$ cat config.mk
export PLATFORM = sky130hd
export DESIGN_NAME = imem_loader
export DESIGN_NICKNAME = d
export VERILOG_FILES = /design/src/rtl/imem_loader.sv
export SDC_FILE = /design/constraint.sdc
export NUM_CORES = 1
export LEC_CHECK = 0
export CAP_MARGIN = 20
export CORE_ASPECT_RATIO = 1.25
export CORE_MARGIN = 4
export CORE_UTILIZATION = 42
export CTS_CLUSTER_DIAMETER = 30
export DETAILED_ROUTE_END_ITERATION = 8
export GPL_TIMING_DRIVEN = 1
export PLACE_DENSITY = 0.74
export SETUP_SLACK_MARGIN = 0.05
export SLEW_MARGIN = 20
export SYNTH_ARGS = -nofsm -noshare
export SYNTH_HDL_FRONTEND = slang
export SYNTH_SLANG_ARGS = --single-unit
$ cat constraint.sdc
create_clock -name i_clk -period 2.95 [get_ports i_clk]
set_input_delay 0.59 -clock i_clk [delete_from_list [all_inputs] [get_ports i_clk]]
set_output_delay 0.59 -clock i_clk [all_outputs]
set_load 0.02 [all_outputs]
$ cat src/rtl/imem_loader.sv
// Framed byte-stream loader for the 9-bit instruction memory.
// Packs byte pairs into instructions and writes them from address 0, then checks an XOR checksum.
module imem_loader #(
   parameter int unsigned ADDR_W  = 12,
   parameter int unsigned INSTR_W = 9
) (
   input  logic              i_clk,
   input  logic              i_reset,
   input  logic              i_start,
   input  logic              i_in_valid,
   input  logic [7:0]        i_in_data,
   output logic              o_in_ready,
   output logic              o_wr_en,
   output logic [ADDR_W-1:0] o_wr_addr,
   output logic [INSTR_W-1:0] o_wr_data,
   output logic              o_busy,
   output logic              o_done,
   output logic              o_error,
   output logic [ADDR_W:0]   o_count
);

   typedef enum logic [2:0] {
      StIdle, StLenHi, StLenLo, StInsHi, StInsLo, StChk, StDone, StErr
   } t_state;

   localparam logic [13:0] MaxLen = 14'(1 << ADDR_W);

   t_state              r_state;
   logic [7:0]          r_len_hi;
   logic [12:0]         r_remain;
   logic [7:0]          r_xor;
   logic                r_ins_hi;
   logic                r_wr_en;
   logic [ADDR_W-1:0]   r_wr_addr;
   logic [INSTR_W-1:0]  r_wr_data;
   logic [ADDR_W:0]     r_count;
   logic                r_done;
   logic                r_error;

   logic                w_active;
   logic                w_xfer;
   logic [12:0]         w_len;

   assign w_active = (r_state == StLenHi) || (r_state == StLenLo) || (r_state == StInsHi) ||
                     (r_state == StInsLo) || (r_state == StChk);
   assign w_xfer   = w_active && i_in_valid;
   assign w_len    = {r_len_hi[4:0], i_in_data};

   always_ff @(posedge i_clk or posedge i_reset) begin
      if (i_reset) begin
         r_state   <= StIdle;
         r_len_hi  <= '0;
         r_remain  <= '0;
         r_xor     <= '0;
         r_ins_hi  <= 1'b0;
         r_wr_en   <= 1'b0;
         r_wr_addr <= '0;
         r_wr_data <= '0;
         r_count   <= '0;
         r_done    <= 1'b0;
         r_error   <= 1'b0;
      end else begin
         r_wr_en <= 1'b0;
         unique case (r_state)
            StIdle, StDone, StErr: begin
               if (i_start) begin
                  r_state   <= StLenHi;
                  r_done    <= 1'b0;
                  r_error   <= 1'b0;
                  r_count   <= '0;
                  r_xor     <= '0;
                  r_wr_addr <= '0;
               end
            end
            StLenHi: begin
               if (w_xfer) begin
                  r_len_hi <= i_in_data;
                  r_xor    <= r_xor ^ i_in_data;
                  r_state  <= StLenLo;
               end
            end
            StLenLo: begin
               if (w_xfer) begin
                  r_xor    <= r_xor ^ i_in_data;
                  r_remain <= w_len;
                  if ((r_len_hi[7:5] != 3'b000) || ({1'b0, w_len} > MaxLen)) begin
                     r_state <= StErr;
                     r_error <= 1'b1;
                  end else if (w_len == 13'd0) begin
                     r_state <= StChk;
                  end else begin
                     r_state <= StInsHi;
                  end
               end
            end
            StInsHi: begin
               if (w_xfer) begin
                  r_xor    <= r_xor ^ i_in_data;
                  r_ins_hi <= i_in_data[0];
                  if (i_in_data[7:1] != 7'd0) begin
                     r_state <= StErr;
                     r_error <= 1'b1;
                  end else begin
                     r_state <= StInsLo;
                  end
               end
            end
            StInsLo: begin
               if (w_xfer) begin
                  // Address is the pre-increment count, so N == 2^ADDR_W ends at the top address.
                  r_xor     <= r_xor ^ i_in_data;
                  r_wr_en   <= 1'b1;
                  r_wr_data <= INSTR_W'({r_ins_hi, i_in_data});
                  r_wr_addr <= r_count[ADDR_W-1:0];
                  r_count   <= r_count + 1'b1;
                  r_remain  <= r_remain - 1'b1;
                  r_state   <= (r_remain == 13'd1) ? StChk : StInsHi;
               end
            end
            StChk: begin
               if (w_xfer) begin
                  if (i_in_data == r_xor) begin
                     r_state <= StDone;
                     r_done  <= 1'b1;
                  end else begin
                     r_state <= StErr;
                     r_error <= 1'b1;
                  end
               end
            end
            default: r_state <= StIdle;
         endcase
      end
   end

   assign o_in_ready = w_active;
   assign o_busy     = w_active;
   assign o_wr_en    = r_wr_en;
   assign o_wr_addr  = r_wr_addr;
   assign o_wr_data  = r_wr_data;
   assign o_done     = r_done;
   assign o_error    = r_error;
   assign o_count    = r_count;

endmodule

# == Word level (Yosys, flattened, before mapping) ==
# Cells that the tools add are included.
# word_totals
in_bits,12
regBits,70
out_inout_bits,39
wordCells,98
# op_classes
reduce_logical,26
eq_ne,20
magnitude_cmp,1
n_mux,37
n_addsub,2
bitwise_logic,1
# ops
op,n
2-to-1 mux 13 bit,4
one-hot mux 13 bit (2 select lines),2
2-to-1 mux 3 bit,9
2-to-1 mux 12 bit,2
one-hot mux 12 bit (2 select lines),1
one-hot mux 3 bit (6 select lines),1
2-to-1 mux 8 bit,2
one-hot mux 8 bit (2 select lines),1
"inequality test 2 bit, second input constant",7
"adder 13 x 1 -> 13 bit, second input constant",1
"== test 13 x 1 -> 1 bit, second input constant",1
"> comparator 13 bit, second input constant",1
logical NOT 13 bit,1
"subtractor 13 x 1 -> 13 bit, second input constant",1
"== test 3 bit, second input constant",4
2-to-1 mux 1 bit,12
AND reduction 3 bit,3
== test 8 bit,1
"inequality test 2 x 1 -> 1 bit, second input constant",4
AND reduction 8 bit,1
nonzero test 2 bit,4
XOR 8 bit,1
nonzero test 7 bit,1
"== test 3 x 2 -> 1 bit, second input constant",2
other kinds (14),20

# == Logic depth before layout (Yosys ltp) ==
# Gate-level depths: netlist (run 1).
# logic_depth
ltp_word,8
depth_mapped,7
ltp_nobuf,6

# == Least setup slack after synthesis (run 1) ==
# No wires, ideal clock.
# synth_timing
path_kind,register to output
from,reg r_state[1]
to,out o_in_ready
t_required_ps,2360
t_arrival_ps,1439
n_path_buf,4
path_slack_ps,921
path_stages_with_launch,7
cell_sequence,dfrtp_1 buf_2 buf_4 nor3_1 buf_2 nor2_1 buf_4
# synth_between
elab_chain_len,5
elab_cells_between_ends,9
cone_classes,eq/ne: 5; reduce/logical: 4
# synth_rtl
element,line,text
from (decl),28,t_state r_state;
from (signal assigned),51,r_state <= StIdle;
from (signal assigned),67,r_state <= StLenHi;
from (signal assigned),79,r_state <= StLenLo;
== test 3 x 1 -> 1 bit / == test 3 x 2 -> 1 bit (equally long branches),44,assign w_active = (r_state == StLenHi) || (r_state == StLenLo) || (r_state == StInsHi) ||
logical OR 1 bit (3 in a row),44,
logical OR 1 bit *,45,(r_state == StInsLo) || (r_state == StChk);
to (decl),12,"output logic o_in_ready,"
# Every way passes the cells marked *; elsewhere a longest branch is shown, timed or not.

# == Final worst setup path (run 1) ==
# layout_timing
from,reg r_state[2]
to,out o_in_ready
# The elaborated chain is that of the path after synthesis.

==> results.json, run 1 <==
{
  "critPathLaunchType": "flip-flop",
  "dr.pass1.iters": 5,
  "fill_cells": 795,
  "setup_viol": 0,
  "synthArstFlopShare": 1.00,
  "fp-row-count": 38,
  "cp.required_ns": 2.36,
  "place.gp.congestion": 0.873,
  "powerDensity_mw_per_mm2": 836,
  "num_vias": 3236,
  "start_util": 0.430,
  "power_leakage_uw": 0.00185,
  "post-place-ws_ns": 0.423,
  "ys_seq_area_frac": 0.468,
  "grt_pass1_wl_um": 15300,
  "die_h_um": 114,
  "path_buf_inv": 1,
  "drtAntennaViolNets": 0,
  "cp-endpoint": "o_in_ready",
  "ys.flop_type": "dfrtp_1",
  "rrSetupSlack_ns": 0.80,
  "final_net_count": 454,
  "period_minus_slack_ns": 2.62,
  "syn-num-nets": 406,
  "syn_area_mm2": 0.00374,
  "drive_gt1_frac": 0.137,
  "synth-seq-cells": 70,
  "synth_top_area_share": 0.468,
  "p_total_uw": 3830,
  "fin_crit_sh": 0.889,
  "cp_slowest_cell": "clkdlybuf4s50_1",
  "drt_iter0_markers": 208,
  "cts_resized": 0,
  "hp-class": "flip-flop to flip-flop",
  "viasPerCell": 5.74,
  "grt_max_degree": 43,
  "clockBufferDepth": 2,
  "rsz0062_at_grt": "false",
  "core_area_mm2": 0.00870,
  "cp_top_family": "buffers and inverters",
  "portBuffers": 50,
  "routedWlPerCell_um": 16.3,
  "yosysTopAreaCell": "dfrtp_1",
  "r2r-start": "r_state[2]",
  "endpoint_kind": "primary output",
  "crit_cells": 3,
  "yosys-top-cells-count": "dfrtp_1 (70), nand2_1 (49), o21ai_0 (48)",
  "crit_type": "flip-flop to primary output",
  "grt_pass1_vias": 3196,
  "critPathMaxFanout": 18,
  "critical_path.startpoint": "r_state[2]",
  "synth.area.top_cells": "dfrtp_1 (47%), o21ai_0 (6.4%), mux2_2 (6.3%)",
  "die_w_um": 92.4,
  "cts_tree": "done",
  "fin_hold_ws_ns": 0.481,
  "maxCapViolations": 0,
  "area_delta_synth_final_pct": 22.2,
  "synth_cell_types": 57,
  "postSynthCellCount": 391,
  "grt_usage": 0.180,
  "io_pins": 51,
  "synth_most_common_cell": "dfrtp_1",
  "skew_ns": 0.0101,
  "clkLatencyLatePin_ns": 0.35,
  "cts_root_buf": "clkbuf_8",
  "cts.sinks": 70,
  "worst_slew_pin_slew_ns": 0.708,
  "finalHoldViolations": 0,
  "n_antenna_cell": 0,
  "vdd_drop_max_mv": 0.505,
  "status": "finished, final reports clean",
  "synth_edf_count": 0,
  "htreeDepth": 3,
  "antenna_found_initial": 0,
  "cts_setup_buffers": 0,
  "wl_um": 9200,
  "slew_headroom": 0.523,
  "worstPathArrival_ns": 2.03,
  "worst_slack_ns": 0.326,
  "dieArea_mm2": 0.0105,
  "tns_ns": 0,
  "numCtsBuffers": 9,
  "cpPeakStageDelay_ns": 0.62,
  "clkSlewWorstSetupHoldPaths_ns": 0.08,
  "synth.avg_cell_area_um2": 9.57,
  "cts-hold-fix-buffers": 0,
  "fmax_mhz": 381,
  "r2r_cells": 4,
  "worst_r2r_endpoint": "o_wr_addr[10]",
  "cp_cell_sequence": "and2_1 -> nor2_1 -> clkdlybuf4s50_1",
  "grt_overflow": 0,
  "drv_slew": 0,
  "ys.warnings.count": 0,
  "drc": 0,
  "dp_hpwl_um": 6520
}
## flip-flops by register name, indices dropped and copies added (netlist names)
| name | count |
|---|---|
| o_count | 13 |
| r_remain | 13 |
| o_wr_addr | 12 |
| o_wr_data | 9 |
| r_len_hi | 8 |
| r_xor | 8 |
| r_state | 3 |
| o_done | 1 |
| o_error | 1 |
| o_wr_en | 1 |
| r_ins_hi | 1 |
## cells in the final DEF, fill, tap and decap left out, types with 4 or more instances in the layout
cell type and instances:
nor4_1 9, nor3_1 17, nand3_1 10, nand3b_1 4, a21oi_1 9, buf_4 11
nand4_1 10, xnor2_1 8, clkbuf_8 9, nand2_1 49, inv_1 4, a22oi_1 4
o21ai_0 48, a31oi_1 5, clkdlybuf4s50_1 50, o31ai_1 4, nand2b_1 14, mux2_2 21
o2bb2ai_1 4, nor2_1 20, dfrtp_1 70
## where the power goes
part / internal [µW] / switching [µW]
Combinational: 685 / 790
Clock: 397 / 387
Sequential: 1250 / 319
## tightest hold or removal path, stage by stage, from the launching register on
cell and delay, ns:
dfrtp_1 0.35, nand2_1 0.05, o21ai_0 0.06
## final cells by class
class	count	area (µm²)	area share
clock buffer	10	128	0.0279
clock inverter	6	70.1	0.0153
multi-input combinational	290	1850	0.404
timing repair buffer	62	603	0.132
inverter	6	22.5	0.00492
sequential	70	1750	0.383
tap	120	150	0.0328
## per-stage QoR
| stage | area (µm²) | util | instances |
|---|---|---|---|
| 2_1_floorplan | 3740 | - | 391 |
| 3_3_place_gp | 4380 | 0.503 | 548 |
| 3_5_place_dp | 4380 | 0.503 | 548 |
| 4_1_cts | 4570 | 0.526 | 564 |
| 5_1_grt | 4570 | 0.526 | 564 |
| 6_report | 4570 | 0.526 | 564 |
## cell families after synthesis
group	Yosys count	synth area share
compound gates	99	0.177
xor+xnor	9	0.0211
fa+ha+maj	3	0.0100
buf+inv	31	0.0378
flops	70	0.468
mux	24	0.0712
simple gates	155	0.215
## layer usage
layer,up-vias,track usage,share of wire
met4,0,0.0466,0.013
met2,115,0.310,0.50
met3,11,0.0383,0.050
met1,1591,0.230,0.43
met5,-,0,0
li1,1519,-,-
## worst min-delay path by stage
| stage | from | endpoint | slack [ns] | depth (start not counted) |
|---|---|---|---|---|
| after global routing | o_wr_addr[7] | o_wr_addr[7] | 0.52 | 2 |
| after floorplan | r_ins_hi | o_wr_data[8] | 0.43 | 2 |
| final | o_wr_addr[7] | o_wr_addr[7] | 0.48 | 2 |
| after detailed placement | o_wr_addr[7] | o_wr_addr[7] | 0.47 | 2 |
| after global placement | r_ins_hi | o_wr_data[8] | 0.46 | 2 |
| after CTS | o_wr_addr[7] | o_wr_addr[7] | 0.49 | 2 |
(Power assumes the default switching activity.)
==> run 2: changes to the inputs <==
- CELL_PAD_IN_SITES_DETAIL_PLACEMENT: unset -> 2
- CELL_PAD_IN_SITES_GLOBAL_PLACEMENT: unset -> 2
- CORE_UTILIZATION: 42 -> 34
- PLACE_DENSITY: 0.74 -> 0.89
- clock period: 2.95 -> 3 ns (I/O delays scaled with it)
==> results.json, run 2 (synthesis gave the netlist of run 1 again) <==
{
  "status": "finished, final reports clean",
  "start_util": 0.351,
  "critPathMaxFanout": 18,
  "portBuffers": 50,
  "setup_viol": 0,
  "drive_gt1_frac": 0.133,
  "net-switching-power_uw": 1640,
  "most-common-layout-cells": "dfrtp_1 (70), clkdlybuf4s50_1 (50), nand2_1 (49)",
  "wl_um": 12500,
  "drtAntennaViolNets": 0,
  "vdd_drop_max_mv": 0.507,
  "die_h_um": 125,
  "area_delta_synth_final_pct": 25.3,
  "holdPathStages": 2,
  "dp_hpwl_um": 8660,
  "r2r-start": "r_state[2]",
  "comb_power_share": 0.370,
  "io_pins": 51,
  "fmax_mhz": 371,
  "core_area_mm2": 0.0107,
  "viasPerCell": 5.84,
  "multi_input_area_mm2": 0.00185,
  "dr.pass1.iters": 5,
  "cp.required_ns": 2.40,
  "drv_slew": 0,
  "maxCapViolations": 0,
  "htreeDepth": 3,
  "dieArea_mm2": 0.0128,
  "cp_cell_sequence": "and2_1 -> nor2_1 -> clkdlybuf4s50_1",
  "fill_cells": 1131,
  "endpoint_kind": "primary output",
  "intPower_uw": 2590,
  "grt_max_degree": 48,
  "clkLatencyLatePin_ns": 0.34,
  "num_vias": 3357,
  "worst_slew_pin_slew_ns": 0.809,
  "p_total_uw": 4230,
  "worstPathArrival_ns": 2.09,
  "antenna_found_initial": 0,
  "tns_ns": 0,
  "seq_area_mm2": 0.00175,
  "die_w_um": 102,
  "clockBufferDepth": 2,
  "cts_resized": 0,
  "grt_pass1_wl_um": 20700,
  "fin_crit_sh": 0.898,
  "cts_root_buf": "clkbuf_16",
  "grt_usage": 0.208,
  "cts_setup_buffers": 0,
  "drc": 0,
  "swShare": 0.388,
  "power_leakage_uw": 0.00189,
  "powerDensity_mw_per_mm2": 902,
  "holdPathEnd": "o_wr_addr[7]",
  "fp-row-count": 42,
  "pwr-share-clk": 0.255,
  "rsz0062_at_grt": "false",
  "grt_overflow": 0,
  "cp_slowest_cell": "clkdlybuf4s50_1",
  "grt_pass1_vias": 3833,
  "cts-hold-fix-buffers": 0,
  "clkSlewWorstSetupHoldPaths_ns": 0.05,
  "cpPeakStageDelay_ns": 0.63,
  "r2r_cells": 4,
  "crit_type": "flip-flop to primary output",
  "min-delay-start": "o_wr_addr[7]",
  "critPathLaunchType": "flip-flop",
  "period_minus_slack_ns": 2.69,
  "cts_tree": "done",
  "rrSetupSlack_ns": 0.75,
  "p_seq_frac": 0.375,
  "skew_ns": 0.00351,
  "cts.sinks": 70,
  "numCtsBuffers": 9,
  "routedWlPerCell_um": 21.8,
  "finalHoldViolations": 0,
  "drt_iter0_markers": 159,
  "n_antenna_cell": 0,
  "final_net_count": 455,
  "final_common_cell": "dfrtp_1",
  "slew_headroom": 0.456,
  "hp-class": "flip-flop to flip-flop",
  "place.gp.congestion": 0.819,
  "worst_r2r_endpoint": "r_xor[6]"
}
-- run 2: cell type report --
class / count / area share
Clock buffer: 13 / 0.0555
Clock inverter: 1 / 0.00641
Inverter: 6 / 0.00480
Multi-Input combinational cell: 290 / 0.394
Sequential cell: 70 / 0.374
Tap cell: 132 / 0.0352
Timing Repair Buffer: 63 / 0.130
-- run 2: worst max-delay path by stage --
stage | slack, ns | to | from | cells past startpoint
global placement | 0.49 | r_state[1] | i_in_data[5] | 5
floorplan | 0.63 | o_count[0] | i_reset | 1
detailed placement | 0.26 | r_state[1] | i_in_data[5] | 5
finish | 0.31 | o_busy | r_state[2] | 3
global route | 0.18 | o_busy | r_state[2] | 3
CTS | 0.29 | o_busy | r_state[2] | 3
-- run 2: critical path: cells and delay by family (launching register included) --
family,cells,cell delay (ns)
buf+inv,1,0.63
flops,1,0.61
simple gates,2,0.52
-- run 2: metal layers --
| layer | track usage | up-vias | wire [µm] |
|---|---|---|---|
| met4 | 0.0880 | 0 | 394 |
| li1 | - | 1513 | - |
| met3 | 0.0379 | 31 | 416 |
| met5 | 0 | - | 0 |
| met2 | 0.354 | 86 | 6500 |
| met1 | 0.255 | 1727 | 5210 |
-- run 2: power by group through the flow --
stage	clock [µW]	sequential, µW	combinational (µW)
2_1_floorplan	0	1520	1030
3_3_place_gp	0	1540	1440
3_5_place_dp	0	1580	1550
4_1_cts	1090	1580	1580
5_1_grt	1130	1630	1720
6_report	1080	1590	1560
-- run 2: per-stage QoR --
step,setup WS [ns],utilization,hold WS [ns],cell area [µm²],std cells
2_1_floorplan,0.632,-,0.435,3740,391
3_5_place_dp,0.261,0.412,0.475,4400,561
4_1_cts,0.286,0.439,0.496,4690,575
3_3_place_gp,0.492,0.412,0.454,4400,561
5_1_grt,0.177,0.439,0.521,4690,575
6_report,0.306,0.439,0.486,4690,575
